**config.mk**
```make
export PLATFORM = sky130hd
export DESIGN_NAME = host_interface
export DESIGN_NICKNAME = d
export VERILOG_FILES = /design/src/rtl/host_interface.sv
export SDC_FILE = /design/constraint.sdc
export NUM_CORES = 1
export LEC_CHECK = 0
export ABC_AREA = 1
export BUFFER_PORTS_ARGS = -buffer_cell sky130_fd_sc_hd__buf_4
export CAP_MARGIN = 10
export CORE_UTILIZATION = 45
export DETAILED_ROUTE_END_ITERATION = 8
export HOLD_SLACK_MARGIN = 0.02
export PLACE_DENSITY = 0.76
export SLEW_MARGIN = 40
export SYNTH_ARGS = -nofsm -noshare
export SYNTH_HDL_FRONTEND = slang
export SYNTH_SLANG_ARGS = --single-unit
```
**constraint.sdc**
```tcl
create_clock -name clk -period 2.1 [get_ports clk]
set_input_delay 0.315 -clock clk [delete_from_list [all_inputs] [get_ports clk]]
set_output_delay 0.315 -clock clk [all_outputs]
set_load 0.005 [all_outputs]
```
**src/rtl/host_interface.sv**
```systemverilog
// host_interface
//   Host-side responder for the matrix-unit control handshake.
//   On a held host_req_mat it accepts N_ELEMS operand bytes from the external
//   stream and writes them to weight/input memory (addresses 0..N_ELEMS-1).
//   On N_RES host_mat_wb strobes it captures results into a local buffer and
//   then drains them byte-serially on out_data/out_valid/out_ready.
//
//   Optional build macro: HOST_IF_SAT8_EN
//     defined   : each result saturates to signed 8-bit at capture, one byte
//                 per result is sent.
//     undefined : two bytes per 16-bit result, LSB first, no saturation.
//
// Ports
//   clk, rst_n            clock, asynchronous active-low reset
//   host_req_mat          level request for an operand load
//   host_mat_wb, res_data result strobe and 16-bit signed result
//   in_data/in_valid/in_ready     external operand byte stream
//   mem_we/mem_addr/mem_wdata     registered memory write port
//   mat_loaded            pulse after the last operand write
//   out_data/out_valid/out_ready  external result byte stream
//   done                  pulse after the last result byte is taken
//   err                   sticky flag: host_mat_wb seen outside WAIT
module host_interface #(
  parameter int DATA_W  = 8,
  parameter int N_ELEMS = 8,
  parameter int N_RES   = 4
) (
  input  logic                       clk,
  input  logic                       rst_n,
  input  logic                       host_req_mat,
  input  logic                       host_mat_wb,
  input  logic [15:0]                res_data,
  input  logic [DATA_W-1:0]          in_data,
  input  logic                       in_valid,
  output logic                       in_ready,
  output logic                       mem_we,
  output logic [$clog2(N_ELEMS)-1:0] mem_addr,
  output logic [DATA_W-1:0]          mem_wdata,
  output logic                       mat_loaded,
  output logic [DATA_W-1:0]          out_data,
  output logic                       out_valid,
  input  logic                       out_ready,
  output logic                       done,
  output logic                       err
);

`ifdef HOST_IF_SAT8_EN
  localparam int BUF_W   = 8;
  localparam int N_BYTES = N_RES;
`else
  localparam int BUF_W   = 16;
  localparam int N_BYTES = 2 * N_RES;
`endif

  localparam int AW = $clog2(N_ELEMS);
  localparam int RW = $clog2(N_RES);
  localparam int BW = $clog2(N_BYTES);

  localparam logic [AW-1:0] LOAD_LAST = AW'(N_ELEMS - 1);
  localparam logic [RW-1:0] WB_LAST   = RW'(N_RES - 1);
  localparam logic [BW-1:0] BYTE_LAST = BW'(N_BYTES - 1);

  typedef enum logic [1:0] {S_IDLE, S_LOAD, S_WAIT, S_DRAIN} state_t;

  state_t             state_q, state_d;
  logic [AW-1:0]      load_cnt_q, load_cnt_d;
  logic [RW-1:0]      wb_cnt_q, wb_cnt_d;
  logic [BW-1:0]      byte_idx_q, byte_idx_d;
  logic               in_ready_q, in_ready_d;
  logic               mem_we_q, mem_we_d;
  logic [AW-1:0]      mem_addr_q, mem_addr_d;
  logic [DATA_W-1:0]  mem_wdata_q, mem_wdata_d;
  logic               mat_loaded_q, mat_loaded_d;
  logic [DATA_W-1:0]  out_data_q, out_data_d;
  logic               out_valid_q, out_valid_d;
  logic               done_q, done_d;
  logic               err_q, err_d;

  logic [BUF_W-1:0]   res_buf_q [N_RES];
  logic [BUF_W-1:0]   cap_val;
  logic [BW-1:0]      next_idx;
  logic [DATA_W-1:0]  next_byte;

`ifdef HOST_IF_SAT8_EN
  function automatic logic [7:0] sat8(input logic signed [15:0] v);
    if (v > 16'sd127)       return 8'h7F;
    else if (v < -16'sd128) return 8'h80;
    else                    return v[7:0];
  endfunction
`endif

  always_comb begin
`ifdef HOST_IF_SAT8_EN
    cap_val   = sat8(res_data);
`else
    cap_val   = res_data;
`endif
    next_idx  = byte_idx_q + 1'b1;
`ifdef HOST_IF_SAT8_EN
    next_byte = res_buf_q[next_idx][DATA_W-1:0];
`else
    // odd byte index selects the upper half of result idx/2
    next_byte = next_idx[0] ? res_buf_q[next_idx[BW-1:1]][2*DATA_W-1:DATA_W]
                            : res_buf_q[next_idx[BW-1:1]][DATA_W-1:0];
`endif
  end

  // Result buffer carries no reset; its contents are don't-care until written.
  always_ff @(posedge clk) begin
    if (state_q == S_WAIT && host_mat_wb) res_buf_q[wb_cnt_q] <= cap_val;
  end

  always_comb begin
    state_d      = state_q;
    load_cnt_d   = load_cnt_q;
    wb_cnt_d     = wb_cnt_q;
    byte_idx_d   = byte_idx_q;
    in_ready_d   = in_ready_q;
    mem_we_d     = 1'b0;
    mem_addr_d   = mem_addr_q;
    mem_wdata_d  = mem_wdata_q;
    mat_loaded_d = 1'b0;
    out_data_d   = out_data_q;
    out_valid_d  = out_valid_q;
    done_d       = 1'b0;
    err_d        = err_q | (host_mat_wb && state_q != S_WAIT);

    unique case (state_q)
      S_IDLE: begin
        if (host_req_mat) begin
          state_d    = S_LOAD;
          in_ready_d = 1'b1;
        end
      end
      S_LOAD: begin
        // a dropped request aborts before any write in this cycle
        if (!host_req_mat) begin
          state_d    = S_IDLE;
          in_ready_d = 1'b0;
          load_cnt_d = '0;
        end else if (in_valid) begin
          mem_we_d    = 1'b1;
          mem_addr_d  = load_cnt_q;
          mem_wdata_d = in_data;
          if (load_cnt_q == LOAD_LAST) begin
            mat_loaded_d = 1'b1;
            load_cnt_d   = '0;
            in_ready_d   = 1'b0;
            state_d      = S_WAIT;
          end else begin
            load_cnt_d = load_cnt_q + 1'b1;
          end
        end
      end
      S_WAIT: begin
        if (host_mat_wb) begin
          if (wb_cnt_q == WB_LAST) begin
            wb_cnt_d    = '0;
            byte_idx_d  = '0;
            out_valid_d = 1'b1;
            out_data_d  = res_buf_q[0][DATA_W-1:0];
            state_d     = S_DRAIN;
          end else begin
            wb_cnt_d = wb_cnt_q + 1'b1;
          end
        end
      end
      S_DRAIN: begin
        if (out_ready) begin
          if (byte_idx_q == BYTE_LAST) begin
            byte_idx_d  = '0;
            out_valid_d = 1'b0;
            out_data_d  = '0;
            done_d      = 1'b1;
            state_d     = S_IDLE;
          end else begin
            byte_idx_d = next_idx;
            out_data_d = next_byte;
          end
        end
      end
      default: state_d = S_IDLE;
    endcase
  end

  always_ff @(posedge clk or negedge rst_n) begin
    if (!rst_n) begin
      state_q      <= S_IDLE;
      load_cnt_q   <= '0;
      wb_cnt_q     <= '0;
      byte_idx_q   <= '0;
      in_ready_q   <= 1'b0;
      mem_we_q     <= 1'b0;
      mem_addr_q   <= '0;
      mem_wdata_q  <= '0;
      mat_loaded_q <= 1'b0;
      out_data_q   <= '0;
      out_valid_q  <= 1'b0;
      done_q       <= 1'b0;
      err_q        <= 1'b0;
    end else begin
      state_q      <= state_d;
      load_cnt_q   <= load_cnt_d;
      wb_cnt_q     <= wb_cnt_d;
      byte_idx_q   <= byte_idx_d;
      in_ready_q   <= in_ready_d;
      mem_we_q     <= mem_we_d;
      mem_addr_q   <= mem_addr_d;
      mem_wdata_q  <= mem_wdata_d;
      mat_loaded_q <= mat_loaded_d;
      out_data_q   <= out_data_d;
      out_valid_q  <= out_valid_d;
      done_q       <= done_d;
      err_q        <= err_d;
    end
  end

  assign in_ready   = in_ready_q;
  assign mem_we     = mem_we_q;
  assign mem_addr   = mem_addr_q;
  assign mem_wdata  = mem_wdata_q;
  assign mat_loaded = mat_loaded_q;
  assign out_data   = out_data_q;
  assign out_valid  = out_valid_q;
  assign done       = done_q;
  assign err        = err_q;

endmodule

```
==> metrics.json <==
{
  "status": "finished, final reports clean",
  "yosys_warnings": 0,
  "hold_violations": 0,
  "timing.final.setup_violations": 0,
  "synthCells": 449,
  "number_of_vias_per_cell_after_detailed_routing": 4.77,
  "drt_first_iter_violations": 142,
  "synth_area_leaders": "sky130_fd_sc_hd__edfxtp_1 (43%), sky130_fd_sc_hd__dfrtp_1 (20%), sky130_fd_sc_hd__nand2_1 (13%), sky130_fd_sc_hd__inv_1 (4.9%), sky130_fd_sc_hd__nand3_1 (4.1%)",
  "final_min_period_over_clock_period": 0.907,
  "die_height_um": 101,
  "initial_core_util": 0.472,
  "yosys_most_used_dff": "sky130_fd_sc_hd__edfxtp_1",
  "critical_path.startpoint": "byte_idx_q[0]",
  "io_buffer_count": 54,
  "worst_hold_startpoint": "in_data[6]",
  "power_switching_w": 0.00121,
  "routability_congestion_estimate": 0.846,
  "r2r-start": "byte_idx_q[0]",
  "internal_dissipation_w": 0.00344,
  "post-route-cell-area_um2": 5230,
  "post_cts_resized": 0,
  "p_seq_frac": 0.513,
  "max_clock_freq_mhz": 525,
  "max-cap-violations": 0,
  "gr-total-overflow": 0,
  "post-synth-top-area-fraction": 0.434,
  "min_path_type": "in -> reg",
  "clockRootBuffer": "sky130_fd_sc_hd__clkbuf_8",
  "ctsLongestPathBuffers": 2,
  "chipWidth_um": 101,
  "ctsHtreeMaxLevel": 3,
  "fin_tns_setup_ns": 0,
  "yosysSeqAreaShare": 0.632,
  "yosys.cell_types.count": 31,
  "power.static_leakage_nw": 2.43,
  "std_cell_rows": 35,
  "critical_path_peak_fanout": 6,
  "floorplan.die_area_um2": 10200,
  "worst_slew_margin_rel": 0.617,
  "placed_cell_area_um2": 4980,
  "dr_total_vias": 3082,
  "post_cts_buffers": 0,
  "seq_area_um2": 2800,
  "power.share.clock": 0.310,
  "tritoncts": "done",
  "postLayoutCoreUtil": 0.558,
  "switching_power_as_a_share_of_total_power": 0.261,
  "yosys_register_bits": 99,
  "grt_setup_unrepaired": "false",
  "timing.clock.skew_ns": 0.00940,
  "vdd_ir_drop_max_v": 0.000510,
  "track_usage": 0.188,
  "finalMaxSlewViolations": 0,
  "synth_largest_area_cell": "sky130_fd_sc_hd__edfxtp_1",
  "insertion_delay_ns": 0.36,
  "placed_wire_length_estimate_um": 6020,
  "hold-worst-slack_ns": 0.138,
  "crit_path_start_kind": "flip-flop",
  "share_comb_of_total_power": 0.177,
  "synth_enable_flop_cells": 64,
  "crit_type": "reg -> reg",
  "ant_nets": 0,
  "worst-endpoint-required_ns": 2.38,
  "drt_pre_antenna_iters": 4,
  "ios": 55,
  "syn-num-nets": 487,
  "worstMarginPinSlew_ns": 0.572,
  "area_delta_synth_final_pct": 18.1,
  "detail_route.wirelength_um": 8650,
  "post_route_cells_drive_above_1_share": 0.197,
  "vias_in_the_first_global_route": 3103,
  "nFillCells": 830,
  "syn_area_per_cell_um2": 9.86,
  "post_drt_wl_per_cell_um": 13.4,
  "grt_antenna_before_repair": 0,
  "numCtsBuffers": 9,
  "critPathArrivalTime_ns": 2.19,
  "cts.sinks": 99,
  "number_of_diodes_added_for_antenna_fixing": 0,
  "pin_count_of_the_biggest_net_entering_global_routing": 36,
  "grt_pass1_wl_um": 14200,
  "finalPower_w": 0.00465,
  "power_density_nw_per_um2": 890,
  "syn_area_um2": 4430,
  "period_needed_ns": 1.90,
  "route.detailed.drc": 0,
  "fp.coreArea_um2": 9370,
  "clkSlewWorstSetupHoldPaths_ns": 0.09,
  "proportion_of_register_bits_with_asynchronous_set_or_reset_after_synthesis": 0.354,
  "multi_input_logic_area_um2": 1280,
  "final_net_count": 550,
  "critical_path.endpoint_type": "flip-flop"
}
## registers in the layout, summed over array words and instances, names as in the netlist, 2 cells and up, named ones only
signal	count
byte_idx_q	3
load_cnt_q	3
mem_addr	3
mem_wdata	8
out_data	8
res_buf_q	64
wb_cnt_q	2
## worst max-delay path, cell delays in order (launching register included)
cell                      delay [ns]
sky130_fd_sc_hd__dfrtp_1        0.46
sky130_fd_sc_hd__ha_1           0.24
sky130_fd_sc_hd__ha_1           0.26
sky130_fd_sc_hd__nor3_2         0.42
sky130_fd_sc_hd__nand3_1        0.18
sky130_fd_sc_hd__nand2_1        0.10
sky130_fd_sc_hd__nor2_1         0.05
sky130_fd_sc_hd__nor2_1         0.11
## metrics by stage
step | instances | setup WS [ns]
floorplan | 449 | 0.107
global placement | 629 | 0.308
detailed placement | 629 | 0.241
CTS | 646 | 0.159
global route | 646 | 0.0635
finish | 646 | 0.195
## Yosys cell counts, types with 2 or more instances
library cell,number
sky130_fd_sc_hd__inv_2,6
sky130_fd_sc_hd__inv_1,58
sky130_fd_sc_hd__a21oi_1,3
sky130_fd_sc_hd__clkbuf_1,2
sky130_fd_sc_hd__edfxtp_1,64
sky130_fd_sc_hd__or2_2,2
sky130_fd_sc_hd__o21ai_1,2
sky130_fd_sc_hd__buf_4,3
sky130_fd_sc_hd__buf_6,4
sky130_fd_sc_hd__buf_2,6
sky130_fd_sc_hd__nor3_1,3
sky130_fd_sc_hd__o21ai_0,13
sky130_fd_sc_hd__o21bai_1,2
sky130_fd_sc_hd__ha_1,8
sky130_fd_sc_hd__nand4_1,2
sky130_fd_sc_hd__nand2_2,3
sky130_fd_sc_hd__nand2_1,149
sky130_fd_sc_hd__nand3_1,36
sky130_fd_sc_hd__nor2_1,35
sky130_fd_sc_hd__nor2_4,3
sky130_fd_sc_hd__dfrtp_1,35
## cell families (layout without fill, tap and decap cells)
logic type               count (synthesis)  after routing  share of synthesized area
adder cells (fa/ha/maj)                  8              8                     0.0226
buffers and inverters                   80            148                     0.0794
AO/OA/AOI/OAI                           22             22                     0.0283
AND/OR/NAND/NOR                        239            239                      0.236
XOR/XNOR                                 1              1                    0.00198
flip-flops                              99             99                      0.632
## power groups by stage
stage | combinational, W | sequential [W] | clock, W
2_1_floorplan | 0.000474 | 0.00239 | 0
3_3_place_gp | 0.000789 | 0.00242 | 0
3_5_place_dp | 0.000823 | 0.00243 | 0
4_1_cts | 0.000831 | 0.00239 | 0.00148
5_1_grt | 0.000932 | 0.00241 | 0.00156
6_report | 0.000821 | 0.00239 | 0.00144
## path summary, 6_finish.rpt
kind / endpoint / slack [ns] / cells after the start
hold / removal: mem_wdata[6] / 0.14 / 3
hold reg to reg: err / 0.50 / 1
min in group asynchronous: mem_addr[2] / 0.43 / 2
max in group asynchronous: out_data[4] / 1.36 / 2
setup / recovery: out_data[3] / 0.20 / 7
setup reg to reg: out_data[3] / 0.20 / 7
## metal layers
layer | vias to the layer above | track usage | routed length (um)
met2 | 91 | 0.331 | 4490
met4 | 0 | 0.0870 | 133
li1 | 1546 | - | -
met3 | 15 | 0.0483 | 548
met1 | 1430 | 0.214 | 3470
met5 | - | 0 | 0
## cells in the final DEF (no fill, tap or decap), types with 2 or more instances in the layout
cell                          n
sky130_fd_sc_hd__a21oi_1      3
sky130_fd_sc_hd__buf_4       66
sky130_fd_sc_hd__bufinv_16    3
sky130_fd_sc_hd__clkbuf_8     9
sky130_fd_sc_hd__dfrtp_1     35
sky130_fd_sc_hd__edfxtp_1    64
sky130_fd_sc_hd__ha_1         8
sky130_fd_sc_hd__inv_1       58
sky130_fd_sc_hd__inv_2        6
sky130_fd_sc_hd__inv_6        2
sky130_fd_sc_hd__nand2_1    149
sky130_fd_sc_hd__nand2_2      3
sky130_fd_sc_hd__nand3_1     36
sky130_fd_sc_hd__nand4_1      2
sky130_fd_sc_hd__nor2_1      35
sky130_fd_sc_hd__nor2_4       3
sky130_fd_sc_hd__nor3_1       3
sky130_fd_sc_hd__o21ai_0     13
sky130_fd_sc_hd__o21ai_1      2
sky130_fd_sc_hd__o21bai_1     2
sky130_fd_sc_hd__or2_2        2
## cell type report
class / instances / share of cell area
clock buffer: 10 / 0.0244
clock inverter: 6 / 0.0215
inverter: 65 / 0.0471
multi-input combinational: 270 / 0.244
sequential: 99 / 0.535
tap: 129 / 0.0309
timing repair buffer: 67 / 0.0967
## repair_timing
action | in CTS | in global routing
hold buffers | 1 | 0
setup endpoints to repair | 0 | 0
hold endpoints to repair | 35 | 0
Power figures use the tool's default switching activity.
